### config.mk
export PLATFORM = sky130hd
export DESIGN_NAME = sub32_serial
export DESIGN_NICKNAME = d
export VERILOG_FILES = /design/src/rtl/sub32_serial.sv
export SDC_FILE = /design/constraint.sdc
export NUM_CORES = 1
export LEC_CHECK = 0
export CAP_MARGIN = 20
export CORE_MARGIN = 4
export CORE_UTILIZATION = 34
export CTS_BUF_LIST = sky130_fd_sc_hd__clkbuf_4 sky130_fd_sc_hd__clkbuf_8
export CTS_CLUSTER_SIZE = 8
export DETAILED_ROUTE_END_ITERATION = 8
export RECOVER_POWER = 100
export SLEW_MARGIN = 20
export SYNTH_ARGS = -nofsm -noshare
export SYNTH_HDL_FRONTEND = slang
export SYNTH_SLANG_ARGS = --single-unit
### constraint.sdc
create_clock -name clk -period 9.74 [get_ports clk]
set_input_delay 1.948 -clock clk [delete_from_list [all_inputs] [get_ports clk]]
set_output_delay 1.948 -clock clk [all_outputs]
set_load 0.05 [all_outputs]
### src/rtl/sub32_serial.sv
// sub32_serial: digit-serial 32-bit subtractor computing a + ~b + 1, one 4-bit digit per cycle.
// Reports the result with unsigned borrow and signed overflow via a three-state FSM.
module sub32_serial #(
    parameter int WIDTH = 32,
    parameter int DIGIT = 4
) (
    input  logic             clk,
    input  logic             rst_n,
    input  logic             start,
    input  logic [WIDTH-1:0] a,
    input  logic [WIDTH-1:0] b,
    output logic             busy,
    output logic             done,
    output logic [WIDTH-1:0] r,
    output logic             borrow,
    output logic             overflow
);
    typedef enum logic [1:0] {IDLE, RUN, DONE} state_t;
    state_t           state, state_nxt;
    logic [2:0]       cnt;
    logic             carry;
    logic [WIDTH-1:0] a_q, nb_q, work, work_nxt;
    logic [4:0]       idx;
    logic [DIGIT:0]   sum;
    logic             accept, last;
    assign accept = start && (state != RUN);
    assign last   = cnt == 3'd7;
    assign idx    = {cnt, 2'b00};
    always_ff @(posedge clk or negedge rst_n) begin
        if (!rst_n) state <= IDLE;
        else        state <= state_nxt;
    end
    always_comb begin
        state_nxt = accept ? RUN : (state == RUN) ? (last ? DONE : RUN) : IDLE;
    end
    always_comb begin
        busy = state == RUN;
        done = state == DONE;
    end
    // Current digit sum; the work register gets this digit replaced in place.
    always_comb begin
        sum = {1'b0, a_q[idx +: DIGIT]} + {1'b0, nb_q[idx +: DIGIT]} + {{DIGIT{1'b0}}, carry};
        work_nxt = work;
        work_nxt[idx +: DIGIT] = sum[DIGIT-1:0];
    end
    always_ff @(posedge clk or negedge rst_n) begin
        if (!rst_n) begin
            a_q      <= '0;
            nb_q     <= '0;
            cnt      <= '0;
            carry    <= 1'b0;
            work     <= '0;
            r        <= '0;
            borrow   <= 1'b0;
            overflow <= 1'b0;
        end else if (accept) begin
            a_q   <= a;
            nb_q  <= ~b;
            cnt   <= '0;
            carry <= 1'b1;
        end else if (state == RUN) begin
            work  <= work_nxt;
            carry <= sum[DIGIT];
            cnt   <= cnt + 3'd1;
            if (last) begin
                r        <= work_nxt;
                borrow   <= ~sum[DIGIT];
                overflow <= (a_q[WIDTH-1] ^ ~nb_q[WIDTH-1]) & (a_q[WIDTH-1] ^ work_nxt[WIDTH-1]);
            end
        end
    end
endmodule

# [Word-level counts from Yosys, hierarchy flattened]
# Index checks and enable logic that the tools add are counted.
[word_totals] memories=0 mem_bits_rw=0 register_bits=136 mem_bits_ro=0 latch_bits=0 in_bits=67
[op_classes] n_mul=0 bitwise_logic=7 shifts=4 reduce_logical=4 n_div=0 n_eq_ne=4 n_mux=8 add_sub_neg=4 order_cmp=0
[op_table] op="indexed part select 32 x 6 -> 4 bit" count=2
[op_table] op="bitwise mux 32 bit" count=1
[op_table] op="inverter 32 bit" count=1
[op_table] op="variable shift 4 x 7 -> 32 bit (first input constant)" count=1
[op_table] op="indexed part select 4 x 7 -> 32 bit" count=1
[op_table] op="negation 5 -> 7 bit" count=1
[op_table] op="two-way mux 2 bit" count=3
[op_table] op="two-way mux 3 bit" count=2
[op_table] op="adder 4 x 4 -> 5 bit" count=1
[op_table] op="adder 5 x 1 -> 5 bit" count=1
[op_table] op="adder 3 x 1 -> 3 bit (second input constant)" count=1
[op_table] op="== test 3 bit (second input constant)" count=1
[op_table] op="inverter 1 bit" count=3
[op_table] op="AND reduction 3 bit" count=1
[op_table] op="== test 2 x 1 -> 1 bit (second input constant)" count=1
[op_table] op="== test 2 bit (second input constant)" count=1
[op_table] op="two-way mux 1 bit" count=2
[op_table] op="!= test 2 x 1 -> 1 bit (second input constant)" count=1
[op_table] op="AND reduction 2 bit" count=1
[op_table] op="nonzero test 2 bit" count=1
[op_table] op="bitwise XOR 1 bit" count=2
[op_table] op="AND 1 bit" count=1
[op_table] op="logical AND 1 bit" count=1

# [Depth between registers and ports, before layout]
# Gate-level depths: netlist of run 1.
[depth] ltp_word=7 ltp_mapped=13

# [Worst setup path before layout of run 1]
# Ideal clock, no wire load.
[synth_timing] kind="register to register" start="reg cnt[0]" end="reg overflow" arrival_time_ps=3155 setup_time_ps=129 path_slack_ps=6456 n_path_buf=3 required_time_ps=9611 path_stages_with_launch=12 synth_period_minus_slack_ps=3284 cell_sequence="dfrtp_1 buf_4 buf_4 buf_2 mux4_2 nand2_1 nand2_1 fa_1 a21o_1 a2111oi_2 nor3_1 o41a_1"
[synth_between] elab_chain_len=7 word_cells_on_any_way=12
[synth_lines] item="start: declaration" line_no="20" source="logic [2:0] cnt;"
[synth_lines] item="start signal: assignment" line_no="64" source="cnt <= cnt + 3'd1;"
[synth_lines] item="indexed part select 32 x 6 -> 4 bit" line_no="42" source="sum = {1'b0, a_q[idx +: DIGIT]} + {1'b0, nb_q[idx +: DIGIT]} + {{DIGIT{1'b0}}, carry};"
[synth_lines] item="adder 4 x 4 -> 5 bit" line_no="42"
[synth_lines] item="adder 5 x 1 -> 5 bit" line_no="42"
[synth_lines] item="indexed part select 4 x 7 -> 32 bit" line_no="44" source="work_nxt[idx +: DIGIT] = sum[DIGIT-1:0];"
[synth_lines] item="bitwise mux 32 bit" line_no="44"
[synth_lines] item="bitwise XOR 1 bit" line_no="68" source="overflow <= (a_q[WIDTH-1] ^ ~nb_q[WIDTH-1]) & (a_q[WIDTH-1] ^ work_nxt[WIDTH-1]);"
[synth_lines] item="AND 1 bit" line_no="68"
[synth_lines] item="end signal: assignment" line_no="68"
[synth_lines] item="end: declaration" line_no="16" source="output logic overflow"
# Several ways; a longest one is shown, not always the timed one.
# A chain may end at the register's enable or synchronous reset.

# [Worst setup path after layout of run 1]
[layout_timing] start="reg cnt[1]" end="reg r[11]"
[layout_between] elab_chain_len=5 word_cells_on_any_way=10
[layout_lines] item="indexed part select 32 x 6 -> 4 bit" line_no="42"
[layout_lines] item="adder 4 x 4 -> 5 bit" line_no="42"
[layout_lines] item="adder 5 x 1 -> 5 bit" line_no="42"
[layout_lines] item="indexed part select 4 x 7 -> 32 bit" line_no="44"
[layout_lines] item="bitwise mux 32 bit" line_no="44"
[layout_lines] item="end signal: assignment" line_no="66" source="r <= work_nxt;"
[layout_lines] item="end: declaration" line_no="14" source="output logic [WIDTH-1:0] r,"
# Several ways; a longest one is shown, not always the timed one.

==> results of run 1 <==
cells in the mapped netlist, types with 2 or more instances:
cell and number:
fa_1 2, o21ai_0 46, nor2b_1 5, buf_2 6, mux2_1 19, ha_1 10
o31ai_1 6, inv_1 7, nor2_2 3, nand3_4 3, a21o_1 2, dfrtp_1 136
mux2_2 40, buf_4 2, and2_1 4, nand3_1 2, mux2i_1 16, o21ai_1 11
nand3b_2 2, a31o_2 3, nand2_1 96, or2_1 4, clkbuf_1 13, nor3_1 9
buf_1 5, nor2_1 26, clkinv_1 3, nand2b_1 6, a21oi_1 8, nor3b_1 2
mux4_2 16, or3_1 3, a31oi_1 9, o21bai_1 2, nand4_1 2, buf_6 2
registers in the layout (all words and copies together) (netlist names):
signal    count
overflow      1
borrow        1
state         2
carry         1
nb_q         32
a_q          32
work         32
cnt           3
r            32
critical path, stage by stage (launching register included):
cell and delay, ns:
dfrtp_1 0.79, ha_1 0.40, ha_1 0.17, nand3b_1 0.07
clkbuf_1 1.35, clkinv_1 1.32, a31o_2 0.53, a21o_1 0.15
cell families after synthesis:
| family | after synthesis |
|---|---|
| buffers and inverters | 39 |
| XOR/XNOR | 1 |
| adder cells (fa/ha/maj) | 12 |
| flip-flops | 136 |
| AND/OR/NAND/NOR | 175 |
| AO/OA/AOI/OAI | 96 |
| multiplexers | 91 |
power by group through the flow:
| stage | logic (µW) | clock network, µW | registers [µW] |
|---|---|---|---|
| 2_1_floorplan | 1020 | 0 | 1120 |
| 3_3_place_gp | 1590 | 0 | 964 |
| 3_5_place_dp | 1610 | 0 | 981 |
| 4_1_cts | 1620 | 500 | 970 |
| 5_1_grt | 1710 | 527 | 999 |
| 6_report | 1560 | 489 | 964 |
metal layers:
layer	share of wire, %	wire (µm)
met5	0.091	13
met4	1.7	240
met1	48	6850
met3	6.0	857
met2	44	6360
final timing paths:
path	startpoint	end	slack [ns]	cells past startpoint
min in group asynchronous	rst_n	r[14]	2.51	1
worst max-delay path	cnt[1]	r[11]	4.84	7
worst min register to register	r[18]	r[18]	0.48	2
max in group asynchronous	rst_n	r[21]	5.35	2
worst min-delay path	r[18]	r[18]	0.48	2
worst max register to register	cnt[1]	r[11]	4.84	7
metrics by stage:
step / hold slack, ns / total power (µW) / area, µm² / utilization, % / setup WS, ns
4_1_cts: 0.484 / 3090 / 8000 / 43.8 / 5.22
2_1_floorplan: 0.445 / 2140 / 6400 / - / 6.46
3_5_place_dp: 0.466 / 2590 / 7590 / 41.5 / 5.70
6_report: 0.476 / 3010 / 7960 / 43.5 / 4.84
3_3_place_gp: 0.457 / 2550 / 7590 / 41.5 / 5.78
5_1_grt: 0.499 / 3230 / 7960 / 43.5 / 4.29
placed cells by master, fill, tap and decap left out, drive strengths merged, types with 9 or more instances in the layout:
cell and n:
dfrtp 136, nand2 96, clkdlybuf4s50 64, mux2 59, o21ai 57, dlygate4sd3 37
nor2 29, clkbuf 20, mux4 16, mux2i 16, inv 11, ha 10
nor3 9, a31oi 9, a21oi 9, clkinv 9
area by class of cell:
| class | count | area [µm²] | share of cell area (%) |
|---|---|---|---|
| inverter | 10 | 37.5 | 0.472 |
| multi-input combinational | 375 | 2780 | 34.9 |
| tap | 229 | 287 | 3.60 |
| clock inverter | 14 | 170 | 2.14 |
| timing repair buffer | 105 | 1040 | 13.0 |
| clock buffer | 18 | 241 | 3.04 |
| sequential | 136 | 3400 | 42.8 |
==> metrics.md, run 1 <==
| Metric | Value |
|---|---|
| Outcome | finished with violations |
| Violated checks | max-capacitance violations, max-slew violations |
| Clk root buf | clkbuf_8 |
| # DRC | 0 |
| Overflow left after global routing | 0 |
| Proportion of synthesized chip area in sequential cells | 53.1% |
| Post-synthesis cell type count | 55 |
| Fraction of synthesized area in multiplexers | 18.5% |
| WP data arrival | 5.26 ns |
| Post-synth EDFFs | 0 |
| Initial antenna violation count | 1 |
| Number of storage elements in the synthesis netlist | 136 |
| Core box area | 18300 µm² |
| Insertion delay to the later sink of the worst-skew pair | 0.45 ns |
| Maximum number of pins on one net before global-route repair | 97 |
| Number of top-level design ports | 103 |
| GRT Max-Usage Layer | met2 |
| Detailed-placement wirelength estimate | 10100 µm |
| Fin crit share | 50.3% |
| Number of failing setup endpoints in the final timing report | 0 |
| Sw frac | 44.1% |
| Transition at the pin with the smallest max-transition slack | 3.10 ns |
| Wire length of the first global-routing pass | 23800 µm |
| Net load switching power | 1330 µW |
| Detail-routed via count per cell | 4.98 |
| Count of instances resized after the clock tree is built | 0 |
| Via count | 4415 |
| Met1 usage in global routing | 19.0% |
| Relative slew slack | -107% |
| PwrDens | 379 nW/µm² |
| Static Leakage | 0.00361 µW |
| Commonest register cell after synthesis | dfrtp_1 |
| Adder-Cell Fraction of Synth Area | 2.58% |
| Relative contribution of the clock network to total power | 16.2% |
| Required time of the critical path | 10.09 ns |
| Mapped Cells | 550 |
| Final Net Count | 724 |
| First-pass detailed-route iteration total | 4 |
| Placed insts | 855 |
| Worst-case vdd ir drop | 0.170 mV |
| Met3 routing resource usage after global routing | 4.37% |
| Setup TNS | 0 ns |
| Max-slew violation total from the final report | 206 |
| Clk buf depth | 2 |
| Time the worst path needs with I/O delays and setup | 4.90 ns |
| DRC violation total after the first TritonRoute iteration | 184 |
| Area growth syn-to-layout | 24.2% |
| Type of the tightest min-delay check | flip-flop to flip-flop |
| Count of standard-cell rows | 49 |
| CP Launch Type | flip-flop |
| Die Wd | 145 µm |
| DR WL/cell | 16.1 µm |
| Internal power contribution | 1680 µW |
| Depth of the CTS H-tree | 4 |
| Avg Inst Size Synth | 11.6 µm² |
| Layout Skew | 0.0165 ns |
| Synth Area in XOR/XNOR | 0.137% |
| Maximum fanout along the worst path | 49 |
| Number of setup buffers added after CTS | 0 |
| Main combinational cell family by area after synthesis | multiplexers |
| Fraction of final layout cells with drive strength greater than 1 | 15.3% |
| CTS Hold Buffers Added | 0 |
| Max-cap check violation count | 3 |
| Overall routed net length | 14300 µm |
| Area of the mapped netlist | 6400 µm² |
| Relative contribution of combinational cells to total power | 51.8% |
| Area share of and/or/nand/nor cells after synthesis | 13.4% |
| Clock tree from TritonCTS | built |
| Sequential group share of total power | 32.0% |
| Effective utilization at floorplan | 35.0% |
| Endpoint kind of the worst setup timing path | flip-flop |
| CTS buffer count | 17 |
| Compound-gate portion of the synthesized area | 9.22% |
| Post-Layout Cell Count | 887 |
| Layout filler cell count | 1735 |
| Cell accounting for the most synthesized area | dfrtp_1 |
| Largest cells by area after synthesis | dfrtp_1 53%, mux2_2 7.0%, mux4_2 5.6%, nand2_1 5.6%, o21ai_0 3.6% |
| Final number of hold-violating endpoints | 0 |
| Fraction of post-synthesis cell area in the top cell type by area | 53.1% |
| Synth Net Count | 629 |
| Placer congestion estimate | 0.763 |
| Number of antenna-violating nets in the routed design | 0 |
| Setup repair after global routing missed its margin | no |
| Grt met2 use | 21.4% |
| Number of global-route vias before repair | 4585 |
| Max Freq | 0.204 GHz |
| Total Die Area | 21100 µm² |
| Ant. Diodes | 0 |
| Yosys warns | 0 |
| Number of port buffers | 102 |
| CTS sink cnt | 136 |
| Worst setup path category | flip-flop to flip-flop |
| GRT Resource Usage Total | 14.0% |
| Clock-pin slew reported for the worst setup and hold paths after clock tree synthesis | 0.09 ns |
| Share of flip-flops with an asynchronous set or reset | 100% |
| Die Ht | 145 µm |
No activity file was read; power rests on OpenSTA's default activity.
==> run 2: changes to the inputs <==
==> constraint.sdc (replaced) <==
create_clock -name clk -period 4.5 [get_ports clk]
set_input_delay 0.9 -clock clk [delete_from_list [all_inputs] [get_ports clk]]
set_output_delay 0.9 -clock clk [all_outputs]
set_load 0.05 [all_outputs]
==> run 2 against run 1 <==
Against the previous run: the flow still finishes with violations (max-capacitance violations, max-slew violations); critical endpoint is now work[11]; critical path depth increased by 2; design area rose by 1.1%; register-to-register slack got worse by 4.2 ns; sequential power grew 120%; routed wire length rose by 6.9%; first-iteration DRC count increased by 22%; combinational power increased by 120%; count of clock-buffer cells in the layout rose by 4; setup slack worse by 4.2 ns; maximum frequency rose by 28%; die area unchanged; clock skew is 0.0057 ns lower.
==> metrics.md, run 2 (synthesized netlist as in run 1, its figures left out) <==
| Metric | Value |
|---|---|
| Initial antenna violation count | 1 |
| Capturing point of the worst reg2reg path | work[11] |
| DRC violation total after the first TritonRoute iteration | 224 |
| Number of setup buffers added after CTS | 0 |
| Number of port buffers | 102 |
| Fraction of final layout cells with drive strength greater than 1 | 15.9% |
| CTS buffer count | 17 |
| Detailed-placement wirelength estimate | 10900 µm |
| Crit-path cells | buf_4 > mux4_2 > nand2_1 > nand2_1 > ha_1 > nand3_1 > a21boi_0 > nor4_1 > mux2_1 |
| Leading cell type in the layout, fill and taps excluded | dfrtp_1 |
| Time the worst path needs with I/O delays and setup | 3.82 ns |
| Relative slew slack | -93.5% |
| Clk root buf | clkbuf_8 |
| Leading cell types in the layout, fill and taps excluded | 136 x dfrtp_1, 96 x nand2_1, 65 x clkdlybuf4s50_1 |
| Endpoint kind of the worst setup timing path | flip-flop |
| Transition at the pin with the smallest max-transition slack | 2.90 ns |
| # DRC | 0 |
| Final Net Count | 725 |
| Hold Startpoint | r[28] |
| Core box area | 18300 µm² |
| Maximum fanout along the worst path | 13 |
| WP data arrival | 4.15 ns |
| Outcome | finished with violations |
| CTS sink cnt | 136 |
| PwrDens | 839 nW/µm² |
| Number of global-route vias before repair | 4711 |
| Clock-pin slew reported for the worst setup and hold paths after clock tree synthesis | 0.08 ns |
| Fin crit share | 84.8% |
| Max Freq | 0.262 GHz |
| Max-cap check violation count | 2 |
| Wire length of the first global-routing pass | 24900 µm |
| Total Die Area | 21100 µm² |
| Required time of the critical path | 4.83 ns |
| Number of failing setup endpoints in the final timing report | 0 |
| Overall routed net length | 15300 µm |
| First-pass detailed-route iteration total | 4 |
| Clock tree from TritonCTS | built |
| Setup TNS | 0 ns |
| Library cell appearing most often on the critical path | nand2_1 |
| Static Leakage | 0.00364 µW |
| Depth of the CTS H-tree | 4 |
| Source of the critical timing path | cnt[0] |
| Number of top-level design ports | 103 |
| Delay of the slowest cell on the worst path | 0.86 ns |
| Clk buf depth | 2 |
| Final number of hold-violating endpoints | 0 |
| CP Launch Type | flip-flop |
| Setup repair after global routing missed its margin | no |
| Count of standard-cell rows | 49 |
| Worst flop-to-flop path startpoint | cnt[0] |
| GRT Resource Usage Total | 14.7% |
| Max-slew violation total from the final report | 211 |
| Maximum number of pins on one net before global-route repair | 114 |
| Overflow left after global routing | 0 |
| Detail-routed via count per cell | 5.05 |
| Violated checks | max-capacitance violations, max-slew violations |
| Area growth syn-to-layout | 25.6% |
| Placer congestion estimate | 0.873 |
| Minimum setup slack among reg-to-reg paths | 0.68 ns |
| Via count | 4486 |
| Number of antenna-violating nets in the routed design | 0 |
| Die Ht | 145 µm |
| CTS Hold Buffers Added | 0 |
| Effective utilization at floorplan | 35.0% |
| Worst-case vdd ir drop | 0.377 mV |
| Type of the tightest min-delay check | flip-flop to flip-flop |
| Worst setup path category | flip-flop to flip-flop |
| Critical Path Slowest Stage Cell | dfrtp_1 |
| Ant. Diodes | 0 |
| Depth of the worst register-to-register path | 9 |
| Critical path destination | work[11] |
| DR WL/cell | 17.2 µm |
| Die Wd | 145 µm |
| Layout Skew | 0.0108 ns |
| Utilization after layout | 44.0% |
| Count of instances resized after the clock tree is built | 0 |
| Insertion delay to the later sink of the worst-skew pair | 0.45 ns |
## run 2: worst max-delay path, delay by kind of cell, from the launching register on
kind | cells | cell delay, ns
buffers and inverters | 1 | 0.29
AOI/OAI and AO/OA | 1 | 0.67
adders and majority gates | 1 | 0.44
DFF | 1 | 0.86
muxes | 2 | 0.86
and+or+nand+nor | 4 | 0.56
## run 2: area by class of cell
class / count / area, µm²
fill: 1700 / 10200
sequential: 136 / 3400
multi-input combinational: 375 / 2790
timing repair buffer: 106 / 1040
clock buffer: 22 / 297
tap: 229 / 287
clock inverter: 10 / 189
inverter: 10 / 37.5
## run 2: worst min-delay path by stage
| stage | to | cells after the start |
|---|---|---|
| after floorplan | nb_q[10] | 2 |
| after global placement | nb_q[19] | 2 |
| after detailed placement | nb_q[24] | 2 |
| after CTS | nb_q[24] | 2 |
| after global routing | nb_q[16] | 2 |
| final | r[28] | 2 |
## run 2: through the flow
step           setup WS (ns)  instances  area, µm²  hold WS, ns  power [µW]
4_1_cts                0.864        888       8080        0.482        6870
3_3_place_gp           0.995        856       7590        0.458        5520
3_5_place_dp           0.878        856       7590        0.465        5650
2_1_floorplan           1.22        550       6400        0.445        4630
5_1_grt                0.318        888       8040        0.509        7210
6_report               0.684        888       8040        0.475        6740
## run 2: where the power goes
group	internal, µW	switching [µW]	leakage [µW]
logic	1340	2050	0.00169
clock network	727	486	0.000231
registers	1760	378	0.00172
## run 2: routing by layer
metal | vias up | GRT usage [%] | wire (µm) | share of wire (%)
met5 | - | 0 | 12 | 0.078
met4 | 2 | 4.51 | 172 | 1.1
met3 | 16 | 4.18 | 893 | 5.8
met2 | 123 | 22.5 | 6980 | 46
met1 | 2211 | 20.5 | 7240 | 47
li1 | 2134 | - | - | -
==> run 3: changes to the inputs <==
==> constraint.sdc (replaced) <==
create_clock -name clk -period 3.05 [get_ports clk]
set_input_delay 0.61 -clock clk [delete_from_list [all_inputs] [get_ports clk]]
set_output_delay 0.61 -clock clk [all_outputs]
set_load 0.05 [all_outputs]
==> run 3 against run 2 <==
Against the previous run: the flow still finishes with violations (max-capacitance violations, max-slew violations); sequential share of layout area decreased by 1.9 points; routed wire length decreased by 1.1%; total power up 59%; via count up 0.38%; hold slack improved by 0.0048 ns; die area did not move; global-route usage hardly changed; non-clock buffer count is 37 higher; setup slack got worse by 0.57 ns; critical path depth up 2; cell count is 4.2% higher; core utilization rose by 2.0 points; highest routed layer unchanged.
==> metrics.md, run 3 (synthesized netlist as in run 1, its figures left out) <==
| Metric | Value |
|---|---|
| Layout Skew | 0.0106 ns |
| Die Ht | 145 µm |
| Total power | 10700 µW |
| WP depth | 11 |
| Type of the tightest min-delay check | flip-flop to flip-flop |
| Number of global-route vias before repair | 4807 |
| Worst setup path category | flip-flop to flip-flop |
| PwrDens | 1270 nW/µm² |
| Source of the critical timing path | cnt[0] |
| Total Die Area | 21100 µm² |
| Required time of the critical path | 3.36 ns |
| DR WL/cell | 16.4 µm |
| Detailed-placement wirelength estimate | 11300 µm |
| Number of top-level design ports | 103 |
| Count of standard-cell rows | 49 |
| Worst flop-to-flop path startpoint | cnt[0] |
| Maximum number of pins on one net before global-route repair | 75 |
| Setup repair after global routing missed its margin | yes |
| Outcome | finished with violations |
| Depth of the worst register-to-register path | 11 |
| DP Worst Slack | 0.0124 ns |
| Max-cap check violation count | 1 |
| Post-Layout Cell Count | 925 |
| Area growth syn-to-layout | 31.3% |
| CP Launch Type | flip-flop |
| Buffers & Inverters on Critical Path | 3 |
| # DRC | 0 |
| Delay of the slowest cell on the worst path | 0.51 ns |
| Capturing point of the worst reg2reg path | overflow |
| Overall routed net length | 15100 µm |
| Minimum setup slack among reg-to-reg paths | 0.11 ns |
| WP data arrival | 3.25 ns |
| Insertion delay to the later sink of the worst-skew pair | 0.44 ns |
| Final WS setup | 0.112 ns |
| Endpoint kind of the worst setup timing path | flip-flop |
| Violated checks | max-capacitance violations, max-slew violations |
| Max-slew violation total from the final report | 75 |
| Clk buf depth | 2 |
| Number of antenna-violating nets in the routed design | 0 |
| Maximum fanout along the worst path | 14 |
| Depth of the CTS H-tree | 4 |
| Number of failing setup endpoints in the final timing report | 0 |
| Worst Hold Margin | 0.480 ns |
| Crit-path cells | buf_12 > buf_4 > mux4_2 > nand2_1 > and2_1 > inv_1 > ha_1 > a21o_1 > a2111oi_4 > nor3_1 > o41a_1 |
| Critical path destination | overflow |
| Wire length of the first global-routing pass | 25000 µm |
| Overflow left after global routing | 0 |
| First-pass detailed-route iteration total | 4 |
| Fin crit share | 96.3% |
| CTS buffer count | 17 |
| Effective utilization at floorplan | 35.0% |
| Final Net Count | 762 |
| Leading cell types in the layout, fill and taps excluded | 136 x dfrtp_1, 101 x clkdlybuf4s50_1, 95 x nand2_1 |
| Via count | 4503 |
| CTS sink cnt | 136 |
| Critical Path Slowest Stage Cell | mux4_2 |
| Time the worst path needs with I/O delays and setup | 2.94 ns |
| Ant. Diodes | 0 |
| Final number of hold-violating endpoints | 0 |
| Core box area | 18300 µm² |
| Detail-routed via count per cell | 4.87 |
| Worst-case vdd ir drop | 0.674 mV |
| DRC violation total after the first TritonRoute iteration | 245 |
| Transition at the pin with the smallest max-transition slack | 1.82 ns |
| Fraction of final layout cells with drive strength greater than 1 | 22.0% |
| Placer congestion estimate | 0.789 |
| Leading cell type in the layout, fill and taps excluded | dfrtp_1 |
| Die Wd | 145 µm |
| Relative slew slack | -21.1% |
| Clk root buf | clkbuf_8 |
| Placed insts | 887 |
| Number of port buffers | 102 |
| GRT Resource Usage Total | 14.7% |
| Cell type group with the largest total delay on the critical path | compound AO/OA/AOI/OAI gates |
| Max Freq | 0.340 GHz |
| Initial antenna violation count | 1 |
| Clock-pin slew reported for the worst setup and hold paths after clock tree synthesis | 0.08 ns |
| Static Leakage | 0.00377 µW |
| Clock tree from TritonCTS | built |
## run 3: report_power, final
group,leakage [µW],internal [µW],switching (µW)
sequential,0.00172,2590,439
combinational,0.00182,2640,3370
clock,0.000227,943,715
total,0.00377,6170,4530
## run 3: per-layer routing
layer  vias up  GRT usage (%)  wire length [µm]
li1       2199              -                 -
met1      2175           20.1              7260
met2       119           22.4              6860
met3         8           5.27               912
met4         2           3.75                90
met5         -              0                12
## run 3: what timing repair did
action                     4_1_cts  5_1_grt
hold buffers                     0        0
setup endpoints to repair        1       22
pin swaps                        0        0
setup buffers                    0        6
resized for setup                1        6
## run 3: area by class of cell
type / count / area (µm²)
fillers: 1694 / 9860
flip-flops and latches: 136 / 3400
multi-input cells: 375 / 2860
repair buffers: 143 / 1370
well taps: 229 / 287
clock buffers: 19 / 262
clock inverters: 13 / 190
inverters: 10 / 37.5
## run 3: tightest hold or removal path: stages (launching register included)
cell	delay (ns)
dfrtp_1	0.35
nand2_1	0.04
o21ai_0	0.06
## run 3: through the flow
stage	cell area, µm²	util (%)	TNS, ns
floorplan	6430	-	-0.0157
global placement	7900	43.2	0
detailed placement	7900	43.2	0
CTS	8350	45.7	0
global route	8410	46.0	-0.0175
finish	8410	46.0	0
## run 3: worst min path at each step
stage | from | to | slack, ns | cells past startpoint
global route | r[17] | r[17] | 0.50 | 2
finish | r[0] | r[0] | 0.48 | 2
floorplan | rst_n | a_q[0] | 0.31 | 0
global placement | work[3] | work[3] | 0.46 | 2
CTS | rst_n | a_q[10] | 0.19 | 1
detailed placement | work[3] | work[3] | 0.47 | 2
